<file path="src/rtl/dot_pkg.sv">
// dot_pkg: shared FSM states, default sizes and accumulator width for dot_product_mac
package dot_pkg;
  typedef enum logic [1:0] {IDLE, REQ, ACCUM, DONE} state_e;
  localparam int DEF_DATA_WIDTH = 8;
  localparam int DEF_VECTOR_WIDTH = 4;
  function automatic int acc_w(input int dw, input int vw);
    return 2 * dw + $clog2(vw);
  endfunction
endpackage

</file>
<file path="src/rtl/mac_unit.sv">
// mac_unit: multiply and registered accumulate; DOT_SIGNED_EN selects two's complement operands
module mac_unit #(
  parameter int DATA_WIDTH = 8,
  parameter int ACC_WIDTH  = 18
) (
  input  logic                  clk,
  input  logic                  rst_n,
  input  logic                  clr_i,
  input  logic                  en_i,
  input  logic [DATA_WIDTH-1:0] a_i,
  input  logic [DATA_WIDTH-1:0] b_i,
  output logic [ACC_WIDTH-1:0]  acc_o
);
  logic [ACC_WIDTH-1:0] acc_q, prod_x;
`ifdef DOT_SIGNED_EN
  logic signed [2*DATA_WIDTH-1:0] prod;
  assign prod = $signed({{DATA_WIDTH{a_i[DATA_WIDTH-1]}}, a_i}) * $signed({{DATA_WIDTH{b_i[DATA_WIDTH-1]}}, b_i});
  assign prod_x = ACC_WIDTH'(prod);
`else
  logic [2*DATA_WIDTH-1:0] prod;
  assign prod = {{DATA_WIDTH{1'b0}}, a_i} * {{DATA_WIDTH{1'b0}}, b_i};
  assign prod_x = ACC_WIDTH'(prod);
`endif
  always_ff @(posedge clk or negedge rst_n)
    if (!rst_n) acc_q <= '0;
    else if (clr_i) acc_q <= '0;
    else if (en_i) acc_q <= acc_q + prod_x;
  assign acc_o = acc_q;
endmodule

</file>
<file path="src/rtl/dot_product_mac.sv">
// dot_product_mac: one dot product per requested vector from the paired reader stream (DOT_SIGNED_EN: signed math)
module dot_product_mac
  import dot_pkg::*;
#(
  parameter int DATA_WIDTH   = DEF_DATA_WIDTH,
  parameter int VECTOR_WIDTH = DEF_VECTOR_WIDTH,
  parameter int ACC_WIDTH    = acc_w(DATA_WIDTH, VECTOR_WIDTH)
) (
  input  logic                  clk,
  input  logic                  rst_n,
  input  logic                  start,
  output logic                  start_reading,
  input  logic                  reading_done,
  input  logic [DATA_WIDTH-1:0] a_in,
  input  logic [DATA_WIDTH-1:0] b_in,
  input  logic                  in_valid,
  input  logic [2:0]            in_count,
  output logic [ACC_WIDTH-1:0]  result,
  output logic                  result_valid,
  output logic                  busy,
  output logic                  seq_err
);
  localparam logic [2:0] LAST = 3'(VECTOR_WIDTH - 1);
  state_e               state_q, state_d;
  logic [2:0]           cnt_q, cnt_d;
  logic                 err_q, err_d, clr, en, last;
  logic [ACC_WIDTH-1:0] result_q, result_d, acc;
  mac_unit #(.DATA_WIDTH(DATA_WIDTH), .ACC_WIDTH(ACC_WIDTH)) u_mac (
    .clk(clk), .rst_n(rst_n), .clr_i(clr), .en_i(en), .a_i(a_in), .b_i(b_in), .acc_o(acc)
  );
  assign last = in_valid && cnt_q == LAST;
  always_comb begin
    state_d  = state_q;
    cnt_d    = cnt_q;
    err_d    = err_q;
    result_d = result_q;
    clr      = 1'b0;
    en       = 1'b0;
    case (state_q)
      IDLE: if (start) begin
        clr     = 1'b1;
        cnt_d   = '0;
        err_d   = 1'b0;
        state_d = REQ;
      end
      REQ: state_d = ACCUM;
      ACCUM: begin
        en = in_valid;
        if (in_valid) begin
          cnt_d = cnt_q + 3'd1;
          if (in_count != cnt_q) err_d = 1'b1;
        end
        // a final element arriving with reading_done is a normal completion
        if (last) state_d = DONE;
        else if (reading_done) begin
          err_d   = 1'b1;
          state_d = DONE;
        end
      end
      default: begin
        result_d = acc;
        state_d  = IDLE;
      end
    endcase
  end
  always_ff @(posedge clk or negedge rst_n)
    if (!rst_n) begin
      state_q  <= IDLE;
      cnt_q    <= '0;
      err_q    <= 1'b0;
      result_q <= '0;
    end else begin
      state_q  <= state_d;
      cnt_q    <= cnt_d;
      err_q    <= err_d;
      result_q <= result_d;
    end
  // the accumulator already holds the final sum in DONE, so expose it alongside the valid pulse
  assign result        = state_q == DONE ? acc : result_q;
  assign result_valid  = state_q == DONE;
  assign start_reading = state_q == REQ;
  assign busy          = state_q != IDLE;
  assign seq_err       = err_q;
endmodule

</file>
<file path="config.mk">
export PLATFORM = sky130hd
export DESIGN_NAME = dot_product_mac
export DESIGN_NICKNAME = d
export VERILOG_FILES = /design/src/rtl/dot_pkg.sv /design/src/rtl/mac_unit.sv /design/src/rtl/dot_product_mac.sv
export SDC_FILE = /design/constraint.sdc
export NUM_CORES = 1
export LEC_CHECK = 0
export ABC_AREA = 0
export BUFFER_PORTS_ARGS = -buffer_cell sky130_fd_sc_hd__buf_2
export CORE_UTILIZATION = 58
export CTS_BUF_LIST = sky130_fd_sc_hd__clkbuf_8
export DETAILED_ROUTE_END_ITERATION = 10
export GPL_TIMING_DRIVEN = 0
export PLACE_DENSITY = 0.88
export REMOVE_ABC_BUFFERS = 1
export SYNTH_ARGS = -nofsm -noshare
export SYNTH_HDL_FRONTEND = slang
export SYNTH_SLANG_ARGS = --single-unit
export TNS_END_PERCENT = 20
</file>
<file path="constraint.sdc">
create_clock -name clk -period 4.4 [get_ports clk]
set_input_delay 0.88 -clock clk [delete_from_list [all_inputs] [get_ports clk]]
set_output_delay 0.88 -clock clk [all_outputs]
set_load 0.01 [all_outputs]
</file>
After elaboration in Yosys (flattened, before gate mapping)
Index checks and enable logic that the tools add are counted.

Register bits after elaboration: 42. Latch bits: 0. RAM bits: 0. ROM bits: 0. Bits of input ports: 24. Output and inout port bits: 22. Word-level logic and storage cells: 44. Memories: 0.

Add/sub/neg operators: 2. Multiply operators: 1. Divide/modulo/power cells: 0. $lt $le $gt $ge: 0. Eq/ne operators: 8. Shift-type cells: 0. Mux-type cells: 19. Bitwise logic cells: 0. Reductions and logical operators: 9.

Operator list (count): $mux 18 (3); $add 18x16->18 (1); $mul 8x8->16 (1); $mux 1 (8); $mux 2 (3); $mux 3 (2); $pmux 2 s3 (1); $pmux 3 s2 (1); $reduce_bool 2->1 (3); $eq 2x2->1 const B (2); $ne 2x2->1 const B (2); $reduce_and 2->1 (2); $add 3x1->3 const B (1); $eq 3x2->1 const B (1); $ne 3x3->1 (1); $ne 3x3->1 const B (1); $reduce_and 3->1 (1); $reduce_or 3->1 (1); $eq 2x1->1 const B (1); $logic_not 2->1 (1); $pmux 1 s2 (1); $logic_and 1x1->1 (1).

Depth between registers and ports, before layout
Gate-level depths: netlist of run 1.

Depth after elaboration: 6. Depth in mapped cells: 18.

By module
From an unflattened synthesis of run 1, not the netlist that was laid out.

Cells, all modules: 482. Area, all modules: 4642.0 µm².

By module, submodules not included: mac_unit (times used 1, cells an instance 375, area each 3309.4 µm², seq. area each 450.4 µm²); dot_product_mac (times used 1, cells an instance 107, area each 1332.5 µm², seq. area each 600.6 µm²).

Worst setup path after synthesis of run 1
OpenSTA, ideal clock, no wires.

Path kind: input -> register. Start: input port b_in[1]. End: register u_mac.acc_q[17] (netlist: u_mac.acc_o[17]). Library setup time: 0.079 ns. Arrival: 4.670 ns. Data required time: 4.321 ns. Slack: -0.350 ns. Stages: 16. Buffers on the path: 1. Cells stage by stage: clkbuf_1 -> nand2_1 -> fa_1 -> inv_1 -> fa_1 -> inv_1 -> fa_1 -> fa_1 -> inv_1 -> ha_1 -> o21a_1 -> o31a_4 -> o21ai_1 -> o31ai_2 -> mux2i_1 -> mux2i_1.

Word-level cells in the longest chain between the ends: 4.

Ends and longest elaborated chain: from (decl) (line dot_product_mac.sv:15) `input logic [DATA_WIDTH-1:0] b_in,`; $mul 8x8->16 (line mac_unit.sv:21) `assign prod = {{DATA_WIDTH{1'b0}}, a_i} * {{DATA_WIDTH{1'b0}}, b_i};`; $add 18x16->18 (line mac_unit.sv:27) `else if (en_i) acc_q <= acc_q + prod_x;`; $mux 18 (line mac_unit.sv:27); $mux 18 (line mac_unit.sv:26) `else if (clr_i) acc_q <= '0;`; to (signal assigned) (line mac_unit.sv:27); to (decl) (line mac_unit.sv:14) `logic [ACC_WIDTH-1:0] acc_q, prod_x;`.

Every way passes these cells. The select of a mux whose other input is x is not followed. A chain may end at the register's enable or synchronous reset.

Final worst setup path of run 1
Start: input port b_in[4]. End: register u_mac.acc_q[16] (netlist: u_mac.acc_o[16]).

Same word-level chain as after synthesis.

==> results of run 1 <==
-- cells in the final DEF, fill, tap and decap left out, types with 7 or more instances in the layout --
cell       n
a21oi_1   22
and2_1    33
buf_2     29
buf_4     13
buf_6     10
dfrtp_1   42
fa_1      46
ha_1      38
ha_4       7
inv_1    100
mux2_2    36
nand2_1   57
nor2_1    14
o21ai_0    8
-- through the flow --
| stage | util [%] | area [um^2] | TNS [ns] | hold WS, ns | total power, mW |
|---|---|---|---|---|---|
| 2_1_floorplan | - | 4680 | -0.922 | 0.477 | 2.42 |
| 3_3_place_gp | 64.5 | 5030 | -4.23 | 0.485 | 2.83 |
| 3_5_place_dp | 64.5 | 5030 | -4.98 | 0.496 | 2.96 |
| 4_1_cts | 69.1 | 5390 | -0.0100 | 0.512 | 3.68 |
| 5_1_grt | 69.5 | 5430 | -1.22 | 0.526 | 4.20 |
| 6_report | 69.5 | 5430 | -0.238 | 0.511 | 3.88 |
-- cell usage after synthesis (all sizes together) (2+ instances only) --
master and n:
a211oi 2, a21o 3, a21oi 26, a221o 2, a22o 3, and2 37, buf 3, clkbuf 10
dfrtp 42, fa 50, ha 47, inv 102, mux2 36, mux2i 3, nand2 64, nand2b 4
nand3 4, nand3b 4, nand4 2, nor2 15, nor2b 2, nor3 2, o21a 4, o21ai 14
o31ai 2, xnor2 6, xor2 6
-- final cells by class --
cell class,count,area [um^2]
multi-input combinational,349,3420
fill,558,2380
sequential,42,1050
inverter,102,383
timing repair buffer,53,370
tap,102,128
clock buffer,5,68.8
clock inverter,2,7.51
-- metal layers --
layer  up-vias  routed length [um]  global-route usage (%)
li1       1696                   -                       -
met3        34                 397                    3.86
met1      1880                4050                    29.7
met4         0                 419                    11.1
met2       113                5840                    50.0
met5         -                   0                       0
-- state kept, by name, indices dropped and copies added (netlist names) --
register and flops:
state_q 2, seq_err 1, result_q 18, u_mac.acc_o 18, cnt_q 3
-- where the power goes --
| part | internal, mW | total [mW] | switching (mW) |
|---|---|---|---|
| Sequential | 0.527 | 0.649 | 0.121 |
| Clock | 0.105 | 0.228 | 0.123 |
| Combinational | 1.40 | 3.00 | 1.60 |
| Total | 2.03 | 3.88 | 1.85 |
-- final timing paths --
| kind | slack (ns) | endpoint | from | cells after the start |
|---|---|---|---|---|
| max in group asynchronous | 3.11 | result_q[2] | rst_n | 1 |
| worst min-delay path | 0.51 | result_q[8] | result_q[8] | 1 |
| worst max-delay path | -0.07 | u_mac.acc_o[16] | b_in[4] | 16 |
| min in group asynchronous | 0.71 | result_q[17] | rst_n | 1 |
| worst min register to register | 0.51 | result_q[8] | result_q[8] | 1 |
| worst max register to register | 0.27 | u_mac.acc_o[17] | u_mac.acc_o[6] | 15 |
-- cells by family after synthesis --
kind of cell / after synthesis / share of synthesized area, %
buf+inv: 115 / 9.18
simple gates: 135 / 13.9
compound gates: 66 / 9.71
xor+xnor: 12 / 2.22
fa+ha+maj: 97 / 33.6
flops: 42 / 22.2
mux: 39 / 9.20
-- critical path, cell delays in order --
cell and delay (ns):
buf_6 0.11, nand2_2 0.07, fa_1 0.53, inv_1 0.06
fa_1 0.50, fa_1 0.54, inv_2 0.06, fa_1 0.53
inv_1 0.06, ha_4 0.23, a21oi_2 0.16, o21ai_2 0.09
a221oi_2 0.37, o21ai_1 0.11, xor2_1 0.15, a22o_1 0.19
-- repair_timing --
item	CTS	global route
resized for setup	60	7
setup buffers	7	1
pin swaps	30	8
endpoints found under the setup margin	9	9
==> summary.md, run 1 <==
| Metric | Value |
|---|---|
| Mapped cell area | roughly 0.0047 mm^2 |
| Final WS setup | -0.0655 ns |
| Initial antenna violation count | 0 |
| Clk_skew | roughly 0.0086 ns |
| Die W | 92.3 um |
| Number of I/O port buffers | 45 |
| Layout Cells excl Fill | roughly 660 |
| Detailed Route Iter0 Violations | 172 |
| Synth top area cells | dfrtp_1 (22%), fa_1 (21%), ha_1 (12%) |
| Root buf cell | clkbuf_8 |
| Placeable Area | 0.00781 mm^2 |
| Top FF cell, synth | dfrtp_1 |
| Slew HR | 39.4% |
| Vias | approximately 3700 |
| Vias in the first global route | 4033 |
| Drt first pass iters | 4 |
| Setup violators final | 6 |
| Num rows | 32 |
| Min-delay worst type | flop to flop |
| Period utilisation layout | 101% |
| Post-Place Setup Slack | -0.674 ns |
| Grt ovf | 0 |
| Initial Util | 60.6% |
| CP Data Required Time | 4.58 ns |
| Least-Margin Pin Slew | 0.910 ns |
| CTS tree | done |
| Hold Fails Final Rpt | 0 |
| Worst-path clk slew | 0.07 ns |
| Max-Cap Viols | 0 |
| Peak Freq | 0.224 GHz |
| RSZ-0062 raised after global routing | yes |
| Syn-to-layout area delta | 14.8% |
| Hold Buf Count CTS | 0 |
| Max rail drop VDD | about 0.43 mV |
| CTS Buf Count | 5 |
| Antenna Cells | 0 |
| Async SR Flop Fraction | 100% |
| Worst Path Max Fanout | 8 |
| Die height | 92.3 um |
| Number of distinct library cells after synthesis | 44 |
| Status | finished, violations left |
| Full die area | 0.00852 mm^2 |
| Longest Clk Path Bufs | 2 |
| Final #Nets | 674 |
| Residual DRC | 0 |
| Antenna viol nets, final | 0 |
| Vias per inst | 5.68 |
| PD cells | 715 mW/mm^2 |
| GRT Util Overall | about a quarter |
| WL final | ~11 mm |
| Avg Inst Size Synth | 9.35 um^2 |
| Largest net degree at the start of global routing | 43 |
| CP Launch Type | primary input |
| Static leakage | ~2.8 nW |
| WL/cell | about 16 um |
| Io pins | 46 |
| Placed instance count | 640 |
| Skew-Pair Late Insertion Delay | 0.29 ns |
| Slew Viols, Final | 0 |
| Htree depth | 2 |
| First-pass GRT wire length | 17.8 mm |
| Violated checks | setup timing |
| WP data arrival | between 4 and 5 ns |
| Setup Crit Path Kind | primary input to flop |
| FF+latch count, synth | 42 |
| Number of synthesized flops with an enable pin | 0 |
| Share of cells above drive strength 1 | 25.0% |
| CP endpoint kind | flop |
| Sequential area share after synthesis | 22.2% |
| Yosys Warn Count | 0 |
| CTS Sinks | 42 |
| Fin crit period | 4.47 ns |
| Area leader, netlist | dfrtp_1 |
| Top cell type's share of synthesized area | 22.2% |
| Cell count after synthesis | 506 |
| DP HPWL | 7.96 mm |
| GP Congestion | 0.859 |
No activity file was read; power rests on OpenSTA's default activity.
==> inputs of run 2 (changes only) <==
--- a/config.mk
+++ b/config.mk
@@ -8,7 +8,6 @@
 export ABC_AREA = 0
 export BUFFER_PORTS_ARGS = -buffer_cell sky130_fd_sc_hd__buf_2
 export CORE_UTILIZATION = 58
-export CTS_BUF_LIST = sky130_fd_sc_hd__clkbuf_8
 export DETAILED_ROUTE_END_ITERATION = 10
 export GPL_TIMING_DRIVEN = 0
 export PLACE_DENSITY = 0.88
==> summary.md, run 2 (synthesis gave the netlist of run 1 again) <==
| Metric | Value |
|---|---|
| GP Congestion | ~0.86 |
| Drt first pass iters | 5 |
| WP data arrival | 4.65 ns |
| Met1 wire length | around 4.1 mm |
| Largest net degree at the start of global routing | 43 |
| Violated checks | setup timing |
| Uppermost layer routed | met4 |
| Hold Crit Depth | 1 |
| Worst path cell trace | buf_6 > nand2_2 > fa_1 > inv_1 > fa_1 > fa_1 > inv_2 > fa_1 > inv_1 > ha_4 > a21oi_2 > o21ai_2 > a221oi_2 > o21ai_1 > xor2_1 > a22o_1 |
| Slowest cell on the critical path | fa_1 |
| Detailed Route Iter0 Violations | 180 |
| Clk_skew | 0.00949 ns |
| Status | finished, violations left |
| Antenna viol nets, final | 0 |
| Share of cells above drive strength 1 | 25.0% |
| Longest Clk Path Bufs | 2 |
| PD cells | 715 mW/mm^2 |
| Antenna Cells | 0 |
| Max rail drop VDD | ~0.43 mV |
| Flop2flop setup slack | 0.28 ns |
| Placeable Area | 0.00781 mm^2 |
| Die height | just over 90 um |
| CP endpoint kind | flop |
| GRT Util Overall | 26.6% |
| Least-Margin Pin Slew | 0.907 ns |
| Fin crit period | 4.47 ns |
| Static leakage | between 2 and 3 nW |
| Slew HR | 39.5% |
| Met2 routed WL | roughly 5.8 mm |
| Hold Fails Final Rpt | 0 |
| Residual DRC | 0 |
| CP peak stage delay | 0.54 ns |
| Worst-path clk slew | 0.07 ns |
| Vias in the first global route | 4033 |
| Period utilisation layout | 102% |
| DP HPWL | 7.96 mm |
| Num rows | 32 |
| FF-to-FF End | u_mac.acc_o[17] |
| Most repeated library cell on the critical path | fa_1 |
| Crit-path leading delay family | adder cells |
| Final #Nets | roughly 670 |
| RSZ-0062 raised after global routing | yes |
| WL final | approximately 11 mm |
| Layout Cells excl Fill | 655 |
| Root buf cell | clkbuf_8 |
| Min-delay worst type | flop to flop |
| Grt ovf | 0 |
| Final Cell Area | 0.00543 mm^2 |
| Post-DP Area | 0.00503 mm^2 |
| Skew-Pair Late Insertion Delay | 0.29 ns |
| Worst Path Max Fanout | 8 |
| Htree depth | 2 |
| Syn-to-layout area delta | 14.8% |
| Peak Freq | 0.224 GHz |
| Max-Cap Viols | 0 |
| Slew Viols, Final | 0 |
| WL met3 | 420 um |
| CTS Sinks | 42 |
| Vias | 3704 |
| Path depth of the worst reg2reg path | 15 |
| WP buf/inv | 4 |
| Hold Startpoint | result_q[8] |
| Final Total Pwr | 3.88 mW |
| Initial Util | between 60% and 70% |
| Placed instance count | 640 |
| Full die area | around 0.0085 mm^2 |
| Worst flop-to-flop path startpoint | u_mac.acc_o[6] |
| Initial antenna violation count | 0 |
| Number of I/O port buffers | 45 |
| Hold endpoint | result_q[8] |
| Setup violators final | 6 |
| Final WS setup | -0.0694 ns |
| Vias per inst | 5.65 |
| WL/cell | ~16 um |
| Io pins | 46 |
| CTS Buf Count | 5 |
| Commonest non-fill, non-tap cell in the layout | inv_1 |
| Most frequent cells in the layout | inv_1 (98), nand2_1 (57), fa_1 (46), dfrtp_1 (42), ha_1 (38) |
| Die W | 92.3 um |
| CP Launch Type | primary input |
| First-pass GRT wire length | 17.8 mm |
| CTS tree | done |
| CP Data Required Time | approximately 4.6 ns |
| Setup Crit Path Kind | primary input to flop |
==> run 2: area by class of cell <==
cell class | count | area, um^2
Multi-Input combinational cell | 349 | 3420
Inverter | 102 | 383
Fill cell | 558 | 2380
Sequential cell | 42 | 1050
Tap cell | 102 | 128
Timing Repair Buffer | 53 | 370
Clock buffer | 7 | 76.3
==> run 2: worst register-to-register path: stages, from the launching register on <==
cell and delay [ns]:
dfrtp_1 0.40, inv_1 0.10, fa_1 0.54, inv_1 0.05
fa_1 0.50, inv_1 0.05, fa_1 0.48, fa_1 0.51
inv_1 0.06, ha_4 0.29, o21a_1 0.14, o31a_4 0.16
o21ai_2 0.08, o31ai_2 0.21, mux2i_1 0.27, mux2i_1 0.22
==> run 2: worst max-delay path by stage <==
stage                     startpoint               to  slack (ns)  cells past startpoint
after floorplan              a_in[5]  u_mac.acc_o[16]       -0.28                     14
after global placement       a_in[5]  u_mac.acc_o[16]       -0.61                     15
after detailed placement     a_in[1]  u_mac.acc_o[16]       -0.67                     15
after CTS                    b_in[4]  u_mac.acc_o[17]       -0.01                     16
after global routing         b_in[4]  u_mac.acc_o[14]       -0.24                     16
final                        b_in[4]  u_mac.acc_o[16]       -0.07                     16
==> run 2: where the power goes <==
group          leakage, nW  internal (mW)  total (mW)  switching [mW]
sequential           0.555          0.527       0.649           0.121
combinational         2.19           1.40        3.00            1.60
clock               0.0383          0.109       0.231           0.122
==> run 2: what timing repair did <==
action,4_1_cts,5_1_grt
setup endpoints to repair,9,9
gates resized for setup,60,7
buffers inserted,7,1
pin swaps,30,8
hold buffers,0,0
==> run 2: metal layers <==
metal	GRT usage, %	vias up
li1	-	1696
met1	29.7	1861
met2	50.0	113
met3	3.86	34
met4	11.1	0
met5	0	-
==> run 2: stage by stage <==
step | util (%) | worst slack (ns) | hold WS [ns] | setup TNS (ns)
floorplan | - | -0.282 | 0.477 | -0.922
global placement | 64.5 | -0.610 | 0.485 | -4.23
detailed placement | 64.5 | -0.674 | 0.496 | -4.98
CTS | 69.1 | -0.0100 | 0.512 | -0.0100
global route | 69.5 | -0.238 | 0.526 | -1.22
finish | 69.5 | -0.0694 | 0.511 | -0.249
==> inputs of run 3 (changes only) <==
--- a/config.mk
+++ b/config.mk
@@ -7,10 +7,12 @@
 export LEC_CHECK = 0
 export ABC_AREA = 0
 export BUFFER_PORTS_ARGS = -buffer_cell sky130_fd_sc_hd__buf_2
-export CORE_UTILIZATION = 58
+export CELL_PAD_IN_SITES_DETAIL_PLACEMENT = 1
+export CELL_PAD_IN_SITES_GLOBAL_PLACEMENT = 1
+export CORE_UTILIZATION = 47
 export DETAILED_ROUTE_END_ITERATION = 10
 export GPL_TIMING_DRIVEN = 0
-export PLACE_DENSITY = 0.88
+export PLACE_DENSITY = 0.92
 export REMOVE_ABC_BUFFERS = 1
 export SYNTH_ARGS = -nofsm -noshare
 export SYNTH_HDL_FRONTEND = slang
==> summary.md, run 3 (synthesis gave the netlist of run 1 again) <==
| Metric | Value |
|---|---|
| Final Total Pwr | ~4.5 mW |
| Multi-input logic area | 0.00355 mm^2 |
| WL/cell | 21.1 um |
| Die height | 102 um |
| WL final | 14.6 mm |
| Fill count | 1099 |
| Die W | ~100 um |
| Worst Path Max Fanout | 7 |
| Share of cells above drive strength 1 | between 20 and 30% |
| Max rail drop VDD | 0.415 mV |
| Slew HR | between 30 and 40% |
| Sequential share of power | 14.5% |
| Vias in the first global route | 4388 |
| GRT Util Overall | 28.1% |
| Num rows | 36 |
| CP Launch Type | primary input |
| Number of I/O port buffers | 45 |
| Switch share | between 40% and 50% |
| CP endpoint kind | flop |
| GP Congestion | 0.850 |
| Full die area | about 0.010 mm^2 |
| Largest net degree at the start of global routing | 43 |
| WP data arrival | 4.74 ns |
| First-pass GRT wire length | 22.0 mm |
| Comb pwr share | 78.4% |
| Worst path cell trace | buf_12 > and2_4 > fa_1 > fa_1 > fa_1 > inv_2 > fa_1 > inv_2 > ha_4 > a21oi_4 > buf_4 > nand2_2 > o2111ai_2 > a31oi_1 > xnor2_1 > a21oi_1 |
| Final WS setup | -0.196 ns |
| Hold Fails Final Rpt | 0 |
| Initial antenna violation count | 0 |
| Vias per inst | 5.61 |
| Longest Clk Path Bufs | 2 |
| Most repeated library cell on the critical path | fa_1 |
| CP Data Required Time | about 4.6 ns |
| Antenna viol nets, final | 0 |
| Worst-path clk slew | 0.08 ns |
| Peak Freq | 0.218 GHz |
| Drt first pass iters | 4 |
| Least-Margin Pin Slew | 1.01 ns |
| CP peak stage delay | 0.57 ns |
| Flop2flop setup slack | ~0.1 ns |
| Clk pwr share | under 10% |
| Detailed Route Iter0 Violations | 116 |
| Internal | 2.29 mW |
| Static leakage | between 2 and 3 nW |
| CTS tree | done |
| Residual DRC | 0 |
| Clk_skew | 0.00642 ns |
| Htree depth | 2 |
| P_sw | 2.23 mW |
| Slowest cell on the critical path | fa_1 |
| Fin crit period | 4.60 ns |
| Initial Util | 48.4% |
| Skew-Pair Late Insertion Delay | about 0.3 ns |
| Antenna Cells | 0 |
| DP HPWL | roughly 9.4 mm |
| CTS Sinks | between 40 and 50 |
| Placeable Area | approximately 0.0098 mm^2 |
| Setup Crit Path Kind | primary input to flop |
| Violated checks | setup timing |
| Max-Cap Viols | 0 |
| Slew Viols, Final | 0 |
| Crit-path leading delay family | adder cells |
| Grt ovf | 0 |
| Commonest non-fill, non-tap cell in the layout | inv_1 |
| Status | finished, violations left |
| Vias | 3884 |
| CTS Buf Count | 5 |
| Setup violators final | 8 |
| WHS | 0.513 ns |
| WP buf/inv | 4 |
| Final #Nets | slightly below 700 |
| Most frequent cells in the layout | inv_1 (94), nand2_1 (52), fa_1 (42), dfrtp_1 (42), ha_1 (38) |
| Reg area | 0.00105 mm^2 |
| PD cells | 791 mW/mm^2 |
| Io pins | 46 |
| Min-delay worst type | flop to flop |
| Root buf cell | clkbuf_8 |
| Period utilisation layout | 104% |
| RSZ-0062 raised after global routing | yes |
| Syn-to-layout area delta | 20.8% |
[run 3: cell count changes in the layout (fill, tap and decap cells not counted), sizes merged]
cell and delta:
buf +5, bufinv +1, clkbuf -1, clkinvlp +1
[run 3: through the flow]
stage | cells | setup TNS (ns) | worst slack (ns) | cell area, um^2 | utilization (%)
after floorplan | 493 | -0.922 | -0.282 | 4680 | -
after global placement | 671 | -4.51 | -0.641 | 5070 | 51.9
after detailed placement | 671 | -5.85 | -0.763 | 5070 | 51.9
after CTS | 690 | -0.0131 | -0.0107 | 5570 | 57.0
after global routing | 692 | -1.76 | -0.263 | 5720 | 58.5
final | 692 | -1.18 | -0.196 | 5720 | 58.5
[run 3: cell type report]
type	count	area share [%]
flip-flops and latches	42	18.4
inverters	102	6.70
clock buffers	6	1.27
repair buffers	58	7.99
well taps	133	2.91
multi-input cells	349	62.1
clock inverters	2	0.657
[run 3: final timing paths]
check,depth (start not counted),startpoint,end
max in group asynchronous,1,rst_n,result_q[0]
setup reg to reg,15,u_mac.acc_o[7],u_mac.acc_o[17]
setup / recovery,16,b_in[5],u_mac.acc_o[15]
min in group asynchronous,1,rst_n,result_q[17]
hold reg to reg,1,result_q[16],result_q[16]
hold / removal,1,result_q[16],result_q[16]
[run 3: power groups by stage]
stage / logic, mW / registers, mW / clock network (mW)
CTS: 3.16 / 0.653 / 0.320
global placement: 2.23 / 0.642 / 0
global route: 3.83 / 0.670 / 0.334
finish: 3.55 / 0.657 / 0.319
detailed placement: 2.43 / 0.658 / 0
floorplan: 1.81 / 0.614 / 0
[run 3: layer usage]
| layer | GRT usage (%) | routed length (um) | vias to the layer above |
|---|---|---|---|
| li1 | - | - | 1705 |
| met1 | 29.9 | 5340 | 1972 |
| met3 | 4.31 | 529 | 69 |
| met4 | 14.4 | 847 | 0 |
| met5 | 0 | 0 | - |
| met2 | 53.5 | 7850 | 138 |
[run 3: timing repair]
item	in CTS	in global routing
hold endpoints to repair	0	0
resized for setup	77	32
buffers inserted	11	2
setup endpoints to repair	10	10
hold buffers	0	0
pin swaps	38	18
